===== src/rtl/module_period_meter_pkg.sv =====
// pkg_period_meter: shared state type and default sizing for the period meter
package pkg_period_meter;

    typedef enum logic [1:0] {
        IDLE,
        HIGH,
        LOW
    } meter_state_t;

    localparam int DEF_WIDTH       = 24;
    localparam int DEF_TIMEOUT     = 16777215;
    localparam int DEF_SYNC_STAGES = 2;

endpackage


===== src/rtl/module_period_meter_edge_sync.sv =====
// module_edge_sync: synchronizes an async input and emits registered rise/fall pulses
//   clk, rst (async, active-high)
//   async_in : asynchronous input level
//   rise_p   : one-cycle pulse, SYNC_STAGES+1 cycles after an input rise
//   fall_p   : one-cycle pulse, SYNC_STAGES+1 cycles after an input fall
module module_edge_sync
    import pkg_period_meter::*;
#(
    parameter int SYNC_STAGES = DEF_SYNC_STAGES
) (
    input  logic clk,
    input  logic rst,
    input  logic async_in,
    output logic rise_p,
    output logic fall_p
);

    logic [SYNC_STAGES-1:0] sync_q, sync_d;
    logic prev_q, prev_d, rise_q, rise_d, fall_q, fall_d;

    always_comb begin
        sync_d = {sync_q[SYNC_STAGES-2:0], async_in};
        prev_d = sync_q[SYNC_STAGES-1];
        rise_d = sync_q[SYNC_STAGES-1] & ~prev_q;
        fall_d = ~sync_q[SYNC_STAGES-1] & prev_q;
    end

    always_ff @(posedge clk or posedge rst) begin
        if (rst) begin
            sync_q <= '0;
            prev_q <= 1'b0;
            rise_q <= 1'b0;
            fall_q <= 1'b0;
        end else begin
            sync_q <= sync_d;
            prev_q <= prev_d;
            rise_q <= rise_d;
            fall_q <= fall_d;
        end
    end

    assign rise_p = rise_q;
    assign fall_p = fall_q;

endmodule


===== src/rtl/module_period_meter.sv =====
// module_period_meter: measures period, high time and half-period of a square wave in clk cycles
//   clk, rst (async, active-high)
//   sig_in    : measured signal, asynchronous to clk
//   period    : cycles between the last two rising edges
//   high_time : cycles from the last measured rise to its fall
//   nciclos   : period >> 1
//   valid     : one-cycle pulse when the outputs update
//   timeout   : level, no rising edge within TIMEOUT_CYCLES
module module_period_meter
    import pkg_period_meter::*;
#(
    parameter int WIDTH          = DEF_WIDTH,
    parameter int TIMEOUT_CYCLES = DEF_TIMEOUT,
    parameter int SYNC_STAGES    = DEF_SYNC_STAGES
) (
    input  logic             clk,
    input  logic             rst,
    input  logic             sig_in,
    output logic [WIDTH-1:0] period,
    output logic [WIDTH-1:0] high_time,
    output logic [WIDTH-1:0] nciclos,
    output logic             valid,
    output logic             timeout
);

    localparam logic [WIDTH-1:0] CNT_MAX = WIDTH'(TIMEOUT_CYCLES);

    meter_state_t     state_q, state_d;
    logic [WIDTH-1:0] cnt_q, cnt_d;
    logic [WIDTH-1:0] ht_cap_q, ht_cap_d;
    logic [WIDTH-1:0] period_q, period_d;
    logic [WIDTH-1:0] high_time_q, high_time_d;
    logic [WIDTH-1:0] nciclos_q, nciclos_d;
    logic             valid_q, valid_d;
    logic             timeout_q, timeout_d;
    logic             rise_p, fall_p, sat;

    module_edge_sync #(
        .SYNC_STAGES(SYNC_STAGES)
    ) u_edge_sync (
        .clk     (clk),
        .rst     (rst),
        .async_in(sig_in),
        .rise_p  (rise_p),
        .fall_p  (fall_p)
    );

    always_comb begin
        // a rise arriving on the saturation cycle still counts as a measurement
        sat         = (cnt_q == CNT_MAX) && !rise_p;
        cnt_d       = rise_p ? WIDTH'(1) : (cnt_q == CNT_MAX ? cnt_q : cnt_q + 1'b1);
        state_d     = state_q;
        ht_cap_d    = ht_cap_q;
        period_d    = period_q;
        high_time_d = high_time_q;
        nciclos_d   = nciclos_q;
        valid_d     = 1'b0;
        timeout_d   = timeout_q;
        case (state_q)
            IDLE: state_d = rise_p ? HIGH : IDLE;
            HIGH: if (fall_p) begin
                ht_cap_d = cnt_q;
                state_d  = LOW;
            end
            LOW: if (rise_p) begin
                period_d    = cnt_q;
                nciclos_d   = cnt_q >> 1;
                high_time_d = ht_cap_q;
                valid_d     = 1'b1;
                timeout_d   = 1'b0;
                state_d     = HIGH;
            end
            default: state_d = IDLE;
        endcase
        if (state_q != IDLE && sat) begin
            state_d     = IDLE;
            timeout_d   = 1'b1;
            period_d    = '0;
            high_time_d = '0;
            nciclos_d   = '0;
        end
    end

    always_ff @(posedge clk or posedge rst) begin
        if (rst) begin
            state_q     <= IDLE;
            cnt_q       <= '0;
            ht_cap_q    <= '0;
            period_q    <= '0;
            high_time_q <= '0;
            nciclos_q   <= '0;
            valid_q     <= 1'b0;
            timeout_q   <= 1'b0;
        end else begin
            state_q     <= state_d;
            cnt_q       <= cnt_d;
            ht_cap_q    <= ht_cap_d;
            period_q    <= period_d;
            high_time_q <= high_time_d;
            nciclos_q   <= nciclos_d;
            valid_q     <= valid_d;
            timeout_q   <= timeout_d;
        end
    end

    assign period    = period_q;
    assign high_time = high_time_q;
    assign nciclos   = nciclos_q;
    assign valid     = valid_q;
    assign timeout   = timeout_q;

endmodule


===== config.mk =====
export PLATFORM = sky130hd
export DESIGN_NAME = module_period_meter
export DESIGN_NICKNAME = d
export VERILOG_FILES = /design/src/rtl/module_period_meter_pkg.sv /design/src/rtl/module_period_meter_edge_sync.sv /design/src/rtl/module_period_meter.sv
export SDC_FILE = /design/constraint.sdc
export NUM_CORES = 1
export LEC_CHECK = 0
export CAP_MARGIN = 10
export CELL_PAD_IN_SITES_DETAIL_PLACEMENT = 0
export CELL_PAD_IN_SITES_GLOBAL_PLACEMENT = 2
export CORE_MARGIN = 3
export CORE_UTILIZATION = 30
export CTS_CLUSTER_DIAMETER = 50
export CTS_CLUSTER_SIZE = 16
export DETAILED_ROUTE_END_ITERATION = 16
export PLACE_DENSITY_LB_ADDON = 0.1
export RECOVER_POWER = 50
export SLEW_MARGIN = 10
export SYNTH_ARGS = -nofsm -noshare
export SYNTH_HDL_FRONTEND = slang
export SYNTH_SLANG_ARGS = --single-unit

===== constraint.sdc =====
create_clock -name clk -period 3.1 [get_ports clk]
set_input_delay 0.465 -clock clk [delete_from_list [all_inputs] [get_ports clk]]
set_output_delay 0.465 -clock clk [all_outputs]
set_load 0.03 [all_outputs]

After elaboration in Yosys (flattened, before gate mapping)
Cells that the tools add are included.
{ "word_totals": {"ff_bits": 129, "in_bits": 3, "out_inout_bits": 74, "elab_cells": 54} }
{ "op_classes": {"n_addsub": 1, "eq_ne": 6, "muxes": 21, "bitwise_logic": 4, "reduce_logical": 10} }
{ "ops": {"columns": ["operator", "n"], "rows": [
  ["24-bit 2-to-1 mux", 11],
  ["24-bit by 1-bit adder with 24-bit output, second input constant", 1],
  ["24-bit == test, second input constant", 1],
  ["1-bit 2-to-1 mux", 6],
  ["2-bit 2-to-1 mux", 3],
  ["3-bit by 2-bit inequality test with 1-bit output, second input constant", 2],
  ["2-bit case mux with 3 select lines", 1],
  ["2-bit AND reduction", 3],
  ["2-bit nonzero test", 3],
  ["1-bit AND", 2],
  ["2-bit by 1-bit == test with 1-bit output, second input constant", 1],
  ["2-bit == test, second input constant", 1],
  ["1-bit logical AND", 2],
  ["2-bit zero test", 1],
  ["2-bit by 1-bit inequality test with 1-bit output, second input constant", 1],
  ["1-bit NOT", 2],
  ["1-bit zero test", 1]
]} }

Depth between registers and ports, before layout
Gate-level depths: netlist (run 1).
{ "logic_depth": {"word_depth": 5, "depth_mapped": 8, "ltp_nobuf": 6} }

By module
Synthesis (run 1) repeated with hierarchy kept, for this count alone.
{ "unflattened": {"hier_cells": 538, "hier_area_um2": 5382.7} }
{ "modules_own_cells": {"columns": ["module", "instances", "cells_per_inst", "area_each_um2", "seq_area_each_um2"], "rows": [
  ["module_period_meter", 1, 530, 5238.8, 2502.4],
  ["module_edge_sync", 1, 8, 143.9, 125.1]
]} }

Worst setup path before layout (run 1)
OpenSTA, ideal clock, no wires.
{ "synth_path": {"kind": "reg-to-reg", "from": "register cnt_q[0]", "to": "register cnt_q[10]", "setup_time_ps": 132, "arrival_time_ps": 1924, "t_required_ps": 2968, "path_slack_ps": 1045, "stages_incl_launch_ff": 8, "path_buffers": 1, "synth_period_minus_slack_ps": 2055, "cell_sequence": "dfrtp_1 ha_1 nand4_1 nor3_2 clkbuf_1 a211oi_1 xnor2_1 nor2_1"} }
{ "synth_via": {"elab_chain_len": 3, "word_cells_on_any_way": 5, "cone_classes": "1 x add/sub; 2 x eq/ne; 2 x mux"} }
{ "synth_lines": {"columns": ["item", "line_no", "rtl"], "rows": [
  ["from (decl)", "module_period_meter.sv:29", "logic [WIDTH-1:0] cnt_q, cnt_d;"],
  ["from (signal assigned)", "module_period_meter.sv:96", "cnt_q <= cnt_d;"],
  ["24-bit by 1-bit adder with 24-bit output", "module_period_meter.sv:51", "cnt_d = rise_p ? WIDTH'(1) : (cnt_q == CNT_MAX ? cnt_q : cnt_q + 1'b1);"],
  ["24-bit 2-to-1 mux (2 in series)", "module_period_meter.sv:51", null]
]} }
Parallel ways exist; a longest one is shown, timed or not. The select of a mux whose other input is x is not followed.
A chain may end at the register's enable or synchronous reset.

Worst setup path in the final report (run 1)
{ "layout_path": {"from": "register cnt_q[9]", "to": "register high_time_q[13] (netlist: high_time[13])"} }
{ "layout_via": {"elab_chain_len": 5, "word_cells_on_any_way": 7, "cone_classes": "1 x eq/ne; 1 x mux; 5 x reduce/logical"} }
{ "layout_lines": {"columns": ["item", "line_no", "rtl"], "rows": [
  ["24-bit == test *", "module_period_meter.sv:50", "sat = (cnt_q == CNT_MAX) && !rise_p;"],
  ["1-bit logical AND *", "module_period_meter.sv:50", null],
  ["1-bit logical AND *", "module_period_meter.sv:75", "if (state_q != IDLE && sat) begin"],
  ["2-bit nonzero test (no line)", null, null],
  ["2-bit AND reduction (no line)", null, null],
  ["to (signal assigned)", "module_period_meter.sv:99", "high_time_q <= high_time_d;"],
  ["to (decl)", "module_period_meter.sv:32", "logic [WIDTH-1:0] high_time_q, high_time_d;"]
]} }
Every way passes the cells marked *; elsewhere a longest branch is shown, timed or not.

==> results.cfg, run 1 <==
[detailed_routing]
vias_per_cell = 4.814
routed_wl_um = 11160
detail_route.wl_per_cell_um = 16.20
ant_nets = 0
first_pass_iters = 4
drcViolationCount = 0
dr.first_iter.drc_count = 131
via_count = 3317

[floorplan]
rows = 44
dieWidth_um = 130.2
initial_core_util_pct = 31.24
fp.coreArea_um2 = 14810
die_h_um = 130.2
io_pins = 77
die-area_um2 = 16950

[clock_network]
clk_latency_ps = 350
clk_pin_slew_ps = 70
post_cts_buffers = 0
tritoncts = built
cts_resized = 0
clockBufferDepth = 2
numCtsBuffers = 9
htree_num_levels = 3
postCtsHoldBufs = 0
cts.sinks = 105
cts_root_buf = clkbuf_16

[placement]
post_dp_cell_area_um2 = 5423
dp_hpwl_um = 7721
routabilityCongestion = 0.7754
io_buffers = 75

[power_and_ir_drop]
power.total_w = 0.003323
seq_power_share_pct = 48.0
combPwrFrac_pct = 15.0
vdd_drop_max_mv = 0.4969
leakage_nw = 2.426
intPower_w = 0.002405
p_sw_share_pct = 27.61
p_per_area_nw_per_um2 = 580.9
power_switching_w = 0.0009176
clockPowerShare_pct = 37.1

[worst_setup_path]
worst_ep_arrival_time_ps = 2780
cp-start-kind = register
crit_type = register to register
cp_max_fo = 25
crit_path_end_kind = register
cp.required_ps = 3330

[logic_synthesis]
synthArstFlopShare_pct = 100.0
synth_cells = 452
synth.most_common_cell = nand2_1
synth_area_um2 = 4626
ys.flop_type = dfrtp_1
synth.area.top_cells = dfrtp_1, nand2_1, a21oi_1
ys_types = 40
synth_top_area_share_pct = 56.80
yosys_warnings = 0
yosysTopAreaCell = dfrtp_1
avgSynthCellArea_um2 = 10.23
synth_edf_count = 0
syn_nets = 456
synth-seq-cells = 105
ys_seq_area_share_pct = 56.80
synth_common_cells = nand2_1, dfrtp_1, a21oi_1

[status]
run_status = complete, but fails checks
failed_checks = max-capacitance violations, max-slew violations

[sta]
tightestPinTransition_ps = 1499
drv_slew = 1
slew_headroom_pct = -0.4722
hold_viol_final = 0
min_period_ps = 2552
fin_skew_ps = 6.451
rsz0062_at_grt = false
timing.setup.tns_ps = 0
setup_viol = 0
fmax_mhz = 391.8
period_share_pct = 82.33

[cells_and_area]
diodes = 0
multiInputGateArea_um2 = 1680
nets = 504
final_util_pct = 38.63
final_cell_area_um2 = 5720
drive_gt1_share_pct = 10.89
area_growth_pct = 23.67
fillers = 1499
ff_latch_area_um2 = 2628

[global_routing]
antenna_found_initial = 0
grt_max_degree = 50
grt_usage_pct = 13.98
overflow = 0
grt_pass1_vias = 3398
grt_pass1_wl_um = 18330

[worst_hold_path]
min_path_type = register to register

[run]
maxCapViolCount = 1
==> layout make-up <==
type / count / share of cell area [%]
repair buffers: 86 / 14.70
clock inverters: 5 / 1.378
flip-flops and latches: 105 / 45.93
multi-input cells: 293 / 29.37
inverters: 5 / 0.3500
clock buffers: 11 / 4.243
well taps: 184 / 4.024
==> worst max-delay path: stages (launching register included) <==
cell     delay, ps
dfrtp_1        440
nand3_1        250
or4_1          650
nor3b_2        250
o21a_2         520
buf_12         240
a21oi_1         60
==> cell usage in the layout (no fill, tap or decap), types with 5 or more instances in the layout <==
cell type        Yosys  layout
nand2_1            109     109
dfrtp_1            105     105
clkdlybuf4s50_1      0      68
a21oi_1             56      56
nor2_1              25      25
mux2_2              22      22
xnor2_1             20      20
clkbuf_16            0       9
nand3_1              8       8
nand4_1              7       7
dlygate4sd3_1        0       7
a211oi_1             5       5
clkbuf_1            16       5
==> power by group through the flow <==
stage / Sequential [W] / Clock (W) / Combinational, W
3_3_place_gp: 0.00162 / 0 / 0.000511
3_5_place_dp: 0.00162 / 0 / 0.000514
6_report: 0.00159 / 0.00123 / 0.000497
5_1_grt: 0.00162 / 0.00134 / 0.000543
4_1_cts: 0.00160 / 0.00128 / 0.000515
2_1_floorplan: 0.00165 / 0 / 0.000286
==> final timing paths <==
kind                                        from  slack [ps]  depth (start not counted)               endpoint
max                                     cnt_q[9]         550                          6          high_time[13]
min                        u_edge_sync.sync_q[0]         350                          0  u_edge_sync.sync_q[1]
max reg2reg                             cnt_q[9]         550                          6          high_time[13]
min reg2reg                u_edge_sync.sync_q[0]         350                          0  u_edge_sync.sync_q[1]
max in group asynchronous                    rst         810                          3            ht_cap_q[8]
min in group asynchronous                    rst         920                          2          high_time[10]
==> layer usage <==
layer  vias up  track usage [%]  wire (um)
met5         -                0          0
met4         0            3.667         99
met3         9            3.930        358
met2        53            23.63       5647
met1      1672            17.63       5058
li1       1583                -          -
==> stage by stage <==
stage / hold WS, ps / setup WS (ps) / instances
floorplan: 331.2 / 1045 / 452
global placement: 334.1 / 670.4 / 673
detailed placement: 339.7 / 605.6 / 673
CTS: 356.5 / 598.2 / 689
global route: 356.9 / 340.3 / 689
finish: 353.2 / 547.8 / 689
==> flip-flops by register name, indices dropped and copies added, names as in the netlist <==
name                count
u_edge_sync.rise_p      1
state_q                 2
cnt_q                  24
high_time              24
valid                   1
timeout                 1
nciclos                 1
u_edge_sync.sync_q      2
u_edge_sync.prev_q      1
ht_cap_q               24
u_edge_sync.fall_p      1
period                 23
==> kinds of logic (layout without fill, tap and decap cells) <==
kind of cell | count (synthesis) | in the layout | synth area share [%]
AND/OR/NAND/NOR | 176 | 176 | 17.53
other | 1 | 1 | 0.08107
XOR/XNOR | 20 | 20 | 3.787
adder cells (fa/ha/maj) | 1 | 1 | 0.2704
flip-flops | 105 | 105 | 56.80
AO/OA/AOI/OAI | 73 | 73 | 9.386
buffers and inverters | 54 | 107 | 6.789
multiplexers | 22 | 22 | 5.356
(Power assumes the default switching activity.)
==> inputs of run 2 (changes only) <==
--- a/config.mk
+++ b/config.mk
@@ -9,7 +9,7 @@
 export CELL_PAD_IN_SITES_DETAIL_PLACEMENT = 0
 export CELL_PAD_IN_SITES_GLOBAL_PLACEMENT = 2
 export CORE_MARGIN = 3
-export CORE_UTILIZATION = 30
+export CORE_UTILIZATION = 34
 export CTS_CLUSTER_DIAMETER = 50
 export CTS_CLUSTER_SIZE = 16
 export DETAILED_ROUTE_END_ITERATION = 16
==> constraint.sdc (replaced) <==
create_clock -name clk -period 2.4 [get_ports clk]
set_input_delay 0.36 -clock clk [delete_from_list [all_inputs] [get_ports clk]]
set_output_delay 0.36 -clock clk [all_outputs]
set_load 0.03 [all_outputs]
==> results.cfg, run 2 (synthesis gave the netlist of run 1 again) <==
[status]
run_status = completed

[global_routing]
antenna_found_initial = 0
overflow = 0
grt_pass1_wl_um = 17750
grt_pass1_vias = 3398
grt_max_degree = 53
grt_usage_pct = 15.17

[worst_setup_path]
worst_ep_arrival_time_ps = 2440
cp_max_fo = 49
cp-start-kind = register
critPathMaxStageDelay_ps = 590
crit_type = register to register
cp.required_ps = 2620
cp_num_buf_inv = 1
crit_path_end_kind = register
worstPathCellList = nand4_4 > or4_4 > nor3b_2 > o21a_2 > buf_12 > a21oi_1
slowest_stage = or4_4
critPathTopFamily = simple AND/OR/NAND/NOR gates

[floorplan]
rows = 41
fp.coreArea_um2 = 12980
dieWidth_um = 122.6
die_h_um = 122.6
initial_core_util_pct = 35.64
die-area_um2 = 15040
io_pins = 77

[sta]
period_share_pct = 92.27
whs_ps = 364.0
timing.setup.tns_ps = 0
hold_viol_final = 0
min_period_ps = 2214
setup_viol = 0
fmax_mhz = 451.6
tightestPinTransition_ps = 1245
rsz0062_at_grt = false
drv_slew = 0
fin_skew_ps = 7.689
slew_headroom_pct = 16.99

[detailed_routing]
dr.first_iter.drc_count = 136
via_count = 3324
detail_route.wl_per_cell_um = 15.43
vias_per_cell = 4.845
routed_wl_um = 10590
first_pass_iters = 4
drcViolationCount = 0
ant_nets = 0

[clock_network]
numCtsBuffers = 9
cts.sinks = 105
post_cts_buffers = 0
cts_root_buf = clkbuf_16
clk_pin_slew_ps = 70
htree_num_levels = 3
tritoncts = built
postCtsHoldBufs = 0
clockBufferDepth = 2
clk_latency_ps = 340
cts_resized = 0

[power_and_ir_drop]
vdd_drop_max_mv = 0.4339
leakage_nw = 2.460
p_per_area_nw_per_um2 = 708.9

[cells_and_area]
ff_latch_area_um2 = 2628
final_cell_mix = nand2_1, dfrtp_1, clkdlybuf4s50_1, a21oi_1, nor2_1
nets = 513
fin_cells = 686
drive_gt1_share_pct = 13.42
multiInputGateArea_um2 = 1690
diodes = 0
fillers = 1298
final_common_cell = nand2_1
area_growth_pct = 24.13

[placement]
dp.cells = 670
routabilityCongestion = 0.8529
io_buffers = 75
dp_hpwl_um = 7389

[run]
maxCapViolCount = 0

[worst_hold_path]
min_path_type = register to register
[run 2: cell types whose count changed in the layout (fill, tap and decap cells not counted)]
cell	change
clkinv_2	+1
buf_4	+10
or4_4	+1
dlygate4sd3_1	+1
nor4b_2	+1
clkinvlp_4	+1
clkdlybuf4s50_1	-1
or4_1	-1
nor4b_1	-1
bufinv_16	-2
clkbuf_1	-3
clkbuf_2	+2
[run 2: worst paths after layout]
kind	from	to	slack (ps)	cells past startpoint
hold / removal	u_edge_sync.sync_q[0]	u_edge_sync.sync_q[1]	360	0
max in group asynchronous	rst	high_time[16]	530	3
hold reg to reg	u_edge_sync.sync_q[0]	u_edge_sync.sync_q[1]	360	0
min in group asynchronous	rst	high_time[11]	400	2
setup reg to reg	cnt_q[3]	period[9]	190	6
setup / recovery	cnt_q[3]	period[9]	190	6
[run 2: layout make-up]
type                    count  share of cell area, %
inverters                   5                 0.3487
well taps                 172                  3.748
repair buffers             95                  15.93
clock buffers              11                  4.228
flip-flops and latches    105                  45.76
multi-input cells         293                  29.44
clock inverters             5                 0.5448
[run 2: per-layer routing]
metal  track usage, %  share of wire (%)  vias to the layer above
met2            26.28                 52                       53
met3            4.424                3.2                        5
met1            18.55                 44                     1666
li1                 -                  -                     1600
met5                0                  0                        -
met4            3.919               0.83                        0
[run 2: worst register-to-register path, delay by kind of cell, from the launching register on]
kind                   cells  cell delay, ps
buffers and inverters      1             230
AOI/OAI and AO/OA          2             270
and+or+nand+nor            3            1010
DFF                        1             570
[run 2: metrics by stage]
stage,setup WS (ps),util [%],cell area [um^2],power [W]
2_1_floorplan,344.6,-,4629,0.002503
3_3_place_gp,159.0,42.48,5513,0.002771
3_5_place_dp,159.7,42.48,5513,0.002781
4_1_cts,140.9,44.59,5787,0.004169
5_1_grt,36.84,44.24,5742,0.004284
6_report,185.5,44.24,5742,0.004070
[run 2: power breakdown]
part	internal (W)	switching (W)
combinational	0.000273	0.000408
clock	0.000729	0.000631
sequential	0.00190	0.000125
total	0.00291	0.00116
